<file path="src/rtl/projectile_ctl.sv">
// rtl/projectile_ctl.sv - per-frame projectile flight engine for a Cat vs Dog shot
//
// Purpose: launches a shot on fire, integrates position under gravity and a
// wind acceleration latched at launch once per frame_tick, then reports hit
// or miss with a coincident next_turn pulse that advances the wind sequencer.
//
// Ports:
//   clk, rst            clock, asynchronous active-high reset
//   frame_tick          1-cycle pulse per video frame (integration step)
//   fire                1-cycle launch request (honoured in IDLE only)
//   start_x, start_y    launch position, px
//   vx0, vy0            signed launch velocity, subpixel/frame (vy0 < 0 = up)
//   wind                wind strength 0..100, WIND_CALM = no drift
//   target_x, target_y  target box top-left corner, px
//   proj_x, proj_y      clamped integer projectile position, px
//   proj_active         high while a shot is in flight
//   hit, miss           1-cycle outcome pulses
//   next_turn           1-cycle pulse coincident with hit or miss

module projectile_ctl #(
   parameter int FRAC       = 4,
   parameter int SCREEN_W   = 1024,
   parameter int GROUND_Y   = 700,
   parameter int GRAVITY    = 1,
   parameter int WIND_CALM  = 50,
   parameter int WIND_SHIFT = 4,
   parameter int TARGET_W   = 64,
   parameter int TARGET_H   = 64,
   parameter int MAX_FRAMES = 1023
) (
   input  logic        clk,
   input  logic        rst,
   input  logic        frame_tick,
   input  logic        fire,
   input  logic [10:0] start_x,
   input  logic [10:0] start_y,
   input  logic [11:0] vx0,
   input  logic [11:0] vy0,
   input  logic [6:0]  wind,
   input  logic [10:0] target_x,
   input  logic [10:0] target_y,
   output logic [10:0] proj_x,
   output logic [10:0] proj_y,
   output logic        proj_active,
   output logic        hit,
   output logic        miss,
   output logic        next_turn
);

   // Position: 1 sign + 12 integer + FRAC fraction bits.
   localparam int PW = 13 + FRAC;
   localparam int CW = $clog2(MAX_FRAMES + 1);

   localparam logic signed [11:0]   GRAV12     = 12'(GRAVITY);
   localparam logic signed [PW-1:0] SCREEN_W_S = PW'(SCREEN_W);
   localparam logic signed [PW-1:0] GROUND_Y_S = PW'(GROUND_Y);
   localparam logic signed [PW-1:0] TARGET_W_S = PW'(TARGET_W);
   localparam logic signed [PW-1:0] TARGET_H_S = PW'(TARGET_H);
   localparam logic [CW-1:0]        MAX_CNT    = CW'(MAX_FRAMES);

   typedef enum logic [1:0] {
      IDLE   = 2'd0,
      FLIGHT = 2'd1,
      CHECK  = 2'd2,
      DONE   = 2'd3
   } state_t;

   state_t state, state_nx;

   logic signed [PW-1:0] pos_x, pos_y;
   logic signed [11:0]   vx, vy;
   logic [6:0]           wind_lat;
   logic [CW-1:0]        frame_cnt;
   logic                 hit_flag;

   logic launch, integrate;

   // Saturating velocity add: overflow shows up as bit 12 disagreeing with bit 11.
   function automatic logic signed [11:0] sat_vel(input logic signed [11:0] a,
                                                  input logic signed [11:0] b);
      logic signed [12:0] s;
      s = {a[11], a} + {b[11], b};
      if (s[12] != s[11])
         sat_vel = s[12] ? 12'sh800 : 12'sh7FF;
      else
         sat_vel = s[11:0];
   endfunction

   // Saturating position step so a long upward flight cannot wrap to the ground.
   function automatic logic signed [PW-1:0] sat_pos(input logic signed [PW-1:0] p,
                                                    input logic signed [11:0]   v);
      logic signed [PW:0] s;
      s = {p[PW-1], p} + {{(PW-11){v[11]}}, v};
      if (s[PW] != s[PW-1])
         sat_pos = s[PW] ? {1'b1, {(PW-1){1'b0}}} : {1'b0, {(PW-1){1'b1}}};
      else
         sat_pos = s[PW-1:0];
   endfunction

   // Wind acceleration with floor semantics: arithmetic shift of the signed offset.
   logic signed [7:0]  wind_off, wacc;
   logic signed [11:0] wacc12;
   assign wind_off = $signed({1'b0, wind_lat}) - $signed(8'(WIND_CALM));
   assign wacc     = wind_off >>> WIND_SHIFT;
   assign wacc12   = {{4{wacc[7]}}, wacc};

   // Next-frame kinematics: position advances by the velocity held before this frame.
   logic signed [PW-1:0] pos_x_nx, pos_y_nx, x_nx_int, y_nx_int;
   logic signed [11:0]   vx_nx, vy_nx;
   logic [10:0]          proj_x_nx, proj_y_nx;

   assign pos_x_nx = sat_pos(pos_x, vx);
   assign pos_y_nx = sat_pos(pos_y, vy);
   assign vx_nx    = sat_vel(vx, wacc12);
   assign vy_nx    = sat_vel(vy, GRAV12);
   assign x_nx_int = pos_x_nx >>> FRAC;
   assign y_nx_int = pos_y_nx >>> FRAC;

   // Display clamp; a shot above the screen keeps flying but draws at row 0.
   always_comb begin
      proj_x_nx = '0;
      proj_y_nx = '0;
      if (x_nx_int[PW-1])
         proj_x_nx = '0;
      else if (x_nx_int >= SCREEN_W_S)
         proj_x_nx = 11'(SCREEN_W - 1);
      else
         proj_x_nx = x_nx_int[10:0];
      if (y_nx_int[PW-1])
         proj_y_nx = '0;
      else if (y_nx_int > GROUND_Y_S)
         proj_y_nx = 11'(GROUND_Y);
      else
         proj_y_nx = y_nx_int[10:0];
   end

   // Outcome evaluation on the registered (post-step) position.
   logic signed [PW-1:0] x_int, y_int, tx_lo, tx_hi, ty_lo, ty_hi;
   logic                 hit_cond, miss_cond;

   assign x_int = pos_x >>> FRAC;
   assign y_int = pos_y >>> FRAC;
   assign tx_lo = $signed({{(PW-11){1'b0}}, target_x});
   assign ty_lo = $signed({{(PW-11){1'b0}}, target_y});
   assign tx_hi = tx_lo + TARGET_W_S;
   assign ty_hi = ty_lo + TARGET_H_S;

   assign hit_cond  = (x_int >= tx_lo) && (x_int < tx_hi) &&
                      (y_int >= ty_lo) && (y_int < ty_hi);
   assign miss_cond = (y_int >= GROUND_Y_S) || pos_x[PW-1] ||
                      (x_int >= SCREEN_W_S) || (frame_cnt == MAX_CNT);

   always_ff @(posedge clk or posedge rst) begin
      if (rst)
         state <= IDLE;
      else
         state <= state_nx;
   end

   always_comb begin
      state_nx    = state;
      launch      = 1'b0;
      integrate   = 1'b0;
      proj_active = 1'b0;
      hit         = 1'b0;
      miss        = 1'b0;
      next_turn   = 1'b0;
      case (state)
         IDLE: begin
            if (fire) begin
               launch   = 1'b1;
               state_nx = FLIGHT;
            end
         end
         FLIGHT: begin
            proj_active = 1'b1;
            if (frame_tick) begin
               integrate = 1'b1;
               state_nx  = CHECK;
            end
         end
         CHECK: begin
            proj_active = 1'b1;
            if (hit_cond || miss_cond)
               state_nx = DONE;
            else
               state_nx = FLIGHT;
         end
         DONE: begin
            hit       = hit_flag;
            miss      = ~hit_flag;
            next_turn = 1'b1;
            state_nx  = IDLE;
         end
         default: state_nx = IDLE;
      endcase
   end

   always_ff @(posedge clk or posedge rst) begin
      if (rst) begin
         pos_x     <= '0;
         pos_y     <= '0;
         vx        <= '0;
         vy        <= '0;
         wind_lat  <= '0;
         frame_cnt <= '0;
         hit_flag  <= 1'b0;
         proj_x    <= '0;
         proj_y    <= '0;
      end else begin
         if (launch) begin
            pos_x     <= {{(PW-11-FRAC){1'b0}}, start_x, {FRAC{1'b0}}};
            pos_y     <= {{(PW-11-FRAC){1'b0}}, start_y, {FRAC{1'b0}}};
            vx        <= vx0;
            vy        <= vy0;
            wind_lat  <= wind;
            frame_cnt <= '0;
         end
         if (integrate) begin
            pos_x     <= pos_x_nx;
            pos_y     <= pos_y_nx;
            vx        <= vx_nx;
            vy        <= vy_nx;
            frame_cnt <= frame_cnt + CW'(1);
            proj_x    <= proj_x_nx;
            proj_y    <= proj_y_nx;
         end
         // Hit has priority over miss; remembered for the DONE pulse.
         if (state == CHECK)
            hit_flag <= hit_cond;
      end
   end

endmodule
</file>
<file path="config.mk">
export PLATFORM = sky130hd
export DESIGN_NAME = projectile_ctl
export DESIGN_NICKNAME = d
export VERILOG_FILES = /design/src/rtl/projectile_ctl.sv
export SDC_FILE = /design/constraint.sdc
export NUM_CORES = 1
export LEC_CHECK = 0
export CAP_MARGIN = 20
export CORE_MARGIN = 3
export CORE_UTILIZATION = 45
export CTS_CLUSTER_DIAMETER = 100
export CTS_CLUSTER_SIZE = 30
export DETAILED_ROUTE_END_ITERATION = 10
export PLACE_DENSITY = 0.67
export SETUP_SLACK_MARGIN = 0.2
export SYNTH_ARGS = -nofsm -noshare
export SYNTH_HDL_FRONTEND = slang
export SYNTH_SLANG_ARGS = --single-unit
</file>
<file path="constraint.sdc">
create_clock -name clk -period 5.3 [get_ports clk]
set_input_delay 1.06 -clock clk [delete_from_list [all_inputs] [get_ports clk]]
set_output_delay 1.06 -clock clk [all_outputs]
set_load 0.005 [all_outputs]
</file>
**After elaboration in Yosys (flattened, before gate mapping)**

Cells that the tools add are included.

- Output and inout bits: 26
- Logic and storage cells: 82
- Input port bits: 79
- Register bits after elaboration: 100

- Muxes and demuxes: 34
- Bitwise operators: 1
- $add $sub $neg: 8
- Reductions and logical operators: 11
- Equal/unequal tests: 10
- Magnitude comparators: 8

Operators with widths:

| cell | count |
|---|---|
| $mux W17 | 8 |
| $mux W12 | 8 |
| $mux W11 | 4 |
| $add A17 B12 Y18 | 2 |
| $ge A13 B12 Y1 | 2 |
| $ge A13 B12 Y1 const B | 2 |
| $lt A13 B13 Y1 | 2 |
| $add A11 B7 Y12 const B | 2 |
| $mux W10 | 2 |
| $add A12 B2 Y13 const B | 1 |
| $add A12 B4 Y13 | 1 |
| $ge A13 B11 Y1 const B | 1 |
| $gt A13 B11 Y1 const B | 1 |
| $add A10 B1 Y10 const B | 1 |
| $eq A10 B10 Y1 const B | 1 |
| $mux W1 | 8 |
| $pmux W2 S4 | 1 |
| $sub A7 B6 Y8 const B | 1 |
| $mux W2 | 3 |
| $eq A2 B2 Y1 const B | 2 |
| $logic_or A1 B1 Y1 | 4 |
| $ne A1 B1 Y1 | 4 |
| $ne A2 B2 Y1 const B | 2 |
| $logic_and A1 B1 Y1 | 3 |
| other kinds (6) | 6 |

**Logic depth before layout (Yosys ltp)**

- Depth after elaboration: 8
- Depth in mapped cells: 17
- Depth with buffers taken out: 17

**Worst setup path after synthesis**

Ideal clock, no wire load.

- Path kind: reg2reg
- Start: register vy[0]
- End: register proj_y[0]
- Period minus slack after synthesis: 3.665 ns
- Buffers on the path: 0
- Required time: 5.233 ns
- Setup time: 0.067 ns
- Cell stages (with the launch flop): 18
- Slack: 1.635 ns
- Data arrival time: 3.597 ns
- Path through: dfrtp_1 ha_1 inv_1 fa_1 nor2b_1 o31a_1 o21a_1 o21ai_0 o21bai_1 a21oi_1 xnor2_1 ha_1 clkinv_1 o211ai_1 and4_1 a2111o_1 a21oi_4 a32o_1

- Longest elaborated chain between the ends: 6
- Elaborated cells between the ends (all ways): 7
- Classes of those cells: add/sub: 1; order compare: 1; eq/ne: 1; mux: 4

Ends and longest elaborated chain:

| item | line | source |
|---|---|---|
| start, declared | 71 | `logic signed [11:0] vx, vy;` |
| start signal, assigned | 215 | `vy <= vy0;` |
| start signal, assigned | 223 | `vy <= vy_nx;` |
| $add A17 B12 Y18 (*) | 93 | `s = {p[PW-1], p} + {{(PW-11){v[11]}}, v};` |
| $mux W17 or $ne A1 B1 Y1 (tied branches) | 95, 94 |  |
| $mux W17 (*) | 94 | `if (s[PW] != s[PW-1])` |
| $gt A13 B11 Y1 | 131 | `else if (y_nx_int > GROUND_Y_S)` |
| $mux W11 | 131 |  |
| $mux W11 (*) | 129 | `if (y_nx_int[PW-1])` |
| end signal, assigned | 226 | `proj_y <= proj_y_nx;` |
| end, declared | 43 | `output logic [10:0] proj_y,` |

Every way passes the cells marked *; elsewhere a longest branch is shown, timed or not.
A chain may end at the register's enable or synchronous reset.

**Worst setup path after layout**

- Start: register vy[0]
- End: register proj_y[1]

The elaborated chain is that of the path after synthesis.

==> metrics <==
number of synthesized register bits 99; Yosys top cell area share 30.34%; total negative slack 0 ns; Max Slew Vio Count 0; commonest non-fill, non-tap cell in the layout nand2_1; # IOs around 110; CP Max Fanout 10; min-delay src wind_lat[2]; via count 7515; cell family with most CP delay compound AO/OA/AOI/OAI gates; # clock sinks 99; DRC Markers 0; total wire length 21.94 mm; post-CTS resize count 0; clk_lat worst skew about 0.35 ns; fin nets 1242; initial antenna violation count 0; total iterations of the first detailed-routing run 5; TritonCTS clock tree built; Worst EP arrival 4.57 ns; Initial DRC Count between 300 and 400; Synth area leaders dfrtp_1, ha_1, o21ai_0; Syn Area/Cell 8.291 µm²; Max Cap Viol 0; commonest cells after routing, fill and taps aside nand2_1, clkdlybuf4s50_1, dfrtp_1, o21ai_0, ha_1; total congestion overflow 0; hold path depth 2; ratio of cells with drive above 1 in the final layout 4.376%; Post-DRT Antenna Nets 0; Post-synth EDFFs 0; clock skew 0.007834 ns; Syn Inst Count 985; row cnt 48; chip width roughly 140 µm; Post-Syn Nets approximately 1200; Bufs and invs on worst path 2; Area Growth Syn to Fin 18.48%; CTS Buf Count 9; Final setup violation count 0; Vert. Die Dim 140.7 µm; final-report hold violation count 0; Avg WL per Cell 16.89 µm; die area just under 20000 µm²; Total GRT Usage 22.31%; FILL cells 1657; Yosys top cell by area dfrtp_1; crit path kind flip-flop to flip-flop; startpoint types flip-flop; Slew @ Worst Pin 1.097 ns; Max Root-Sink Buffers 2; Reg2Reg Depth 17; hold_buf cts 0; Yosys cell types 75; first-pass GRT wire length between 30 and 40 mm; R2R setup slack 1.02 ns; Async S/R FF share, synth 100.0%; Slowest cell on crit path dfrtp_1; outcome complete, no violations; Initial Utilization between 40% and 50%; min Tclk post-route 4.278 ns; register area share after synthesis 30.34%; reg2reg end proj_y[1]; Yosys warning total 0; Hold WC Path Type flip-flop to flip-flop; H-tree Lvls 3; worst-path cell chain ha_1, inv_1, fa_1, nor2b_1, o31a_1, o21a_1, o21ai_0, o21bai_1, a21oi_1, xnor2_1, ha_1, clkinv_1, o211ai_1, and4_1, a2111o_1, a21oi_4, a31o_2; RSZ-0062 raised after global routing no; CTS clk-pin slew, worst paths approximately 0.070 ns; Main synth FF type dfrtp_1; maximum number of pins on one net before global-route repair between 70 and 80; routability cong. 0.9074; critical path endpoint category flip-flop; n_diodes 0; Fmax 0.2337 GHz; WHS 0.4749 ns; half-perimeter wire length after placement 16.43 mm; Min-Delay Endpoint wind_lat[2]; vias in the first global route approximately 7200; Port Buffers 103; max incr delay on CP around 0.48 ns; Post-Synthesis Cell Area 8167 µm²; Slew headroom a little over a quarter; Clk Tree Root Cell clkbuf_16; Post-CTS Setup Bufs 0; via/cell ratio 5.785; core area 17540 µm²; CP dominant cell by count ha_1; Critical Path RT between 5 and 6 ns; worst r2r src vy[0]; Final Cycle Share 80.73%
==> sequential cells by signal, indices dropped and copies added, names as in the netlist, 6 cells and up <==
register	count
vx	12
frame_cnt	10
wind_lat	6
pos_y	17
vy	12
proj_y	11
proj_x	11
pos_x	17
==> Yosys cell counts, drive strengths merged, types with 4 or more instances <==
master and number:
a211oi 18, xor2 19, or2 8, nor3 31, a32oi 7, ha 91, mux2i 16, a21oi 72
and2 7, o21bai 5, nand2b 6, dfrtp 99, inv 54, o2111ai 6, a22o 6, o21ai 97
a31oi 25, xnor2 26, nand3 35, and3 7, a21o 12, buf 7, nand4 6, o22ai 13
clkbuf 30, nand2 110, o21a 17, a41oi 5, o211ai 11, nor2 68, a2111oi 4, nor2b 18
==> kinds of logic after synthesis <==
logic type               after synthesis  synth area share, %
flip-flops                            99                30.34
XOR/XNOR                              45                4.918
adder cells (fa/ha/maj)               96                14.92
AO/OA/AOI/OAI                        322                25.22
buffers and inverters                 92                4.397
multiplexers                          17                2.099
AND/OR/NAND/NOR                      314                18.11
==> per-layer routing <==
layer | wire length, µm | share of wire (%) | global-route usage, %
met5 | 0 | 0 | 0
met4 | 253 | 1.2 | 5.099
met3 | 1026 | 4.7 | 2.239
met2 | 9791 | 45 | 35.46
met1 | 10870 | 50 | 32.89
==> worst max path at each step <==
stage,from,to,slack (ns),cells past startpoint
finish,vy[0],proj_y[1],1.02,17
global placement,vy[0],proj_y[0],1.19,17
CTS,vy[0],proj_y[0],1.05,17
floorplan,vy[0],proj_y[0],1.64,17
global route,vy[0],proj_y[0],0.68,17
detailed placement,vy[0],proj_y[0],1.10,17
==> worst reg2reg max path, delay by kind of cell (launching register included) <==
kind	cells	cell delay (ns)
and+or+nand+nor	2	0.43
buffers and inverters	2	0.24
AOI/OAI and AO/OA	9	1.91
DFF	1	0.48
xor gates and xnor gates	1	0.22
adders and majority gates	3	0.95
==> area by class of cell <==
class	count	area [µm²]	share of cell area [%]
Inverter	55	209.0	2.160
Sequential cell	99	2477	25.60
Clock inverter	4	32.53	0.3362
Multi-Input combinational cell	794	5335	55.14
Tap cell	225	281.5	2.910
Clock buffer	12	256.5	2.651
Timing Repair Buffer	110	1084	11.20
==> per-stage QoR <==
step	setup slack, ns	cells	util [%]	area (µm²)
floorplan	1.635	985	-	8167
global placement	1.192	1283	53.52	9387
detailed placement	1.097	1283	53.52	9387
CTS	1.052	1299	55.17	9676
global route	0.6752	1299	55.17	9676
finish	1.022	1299	55.17	9676
Power is not shown: default switching activity piles up to over one toggle a cycle in this logic, so the estimate is an artifact.
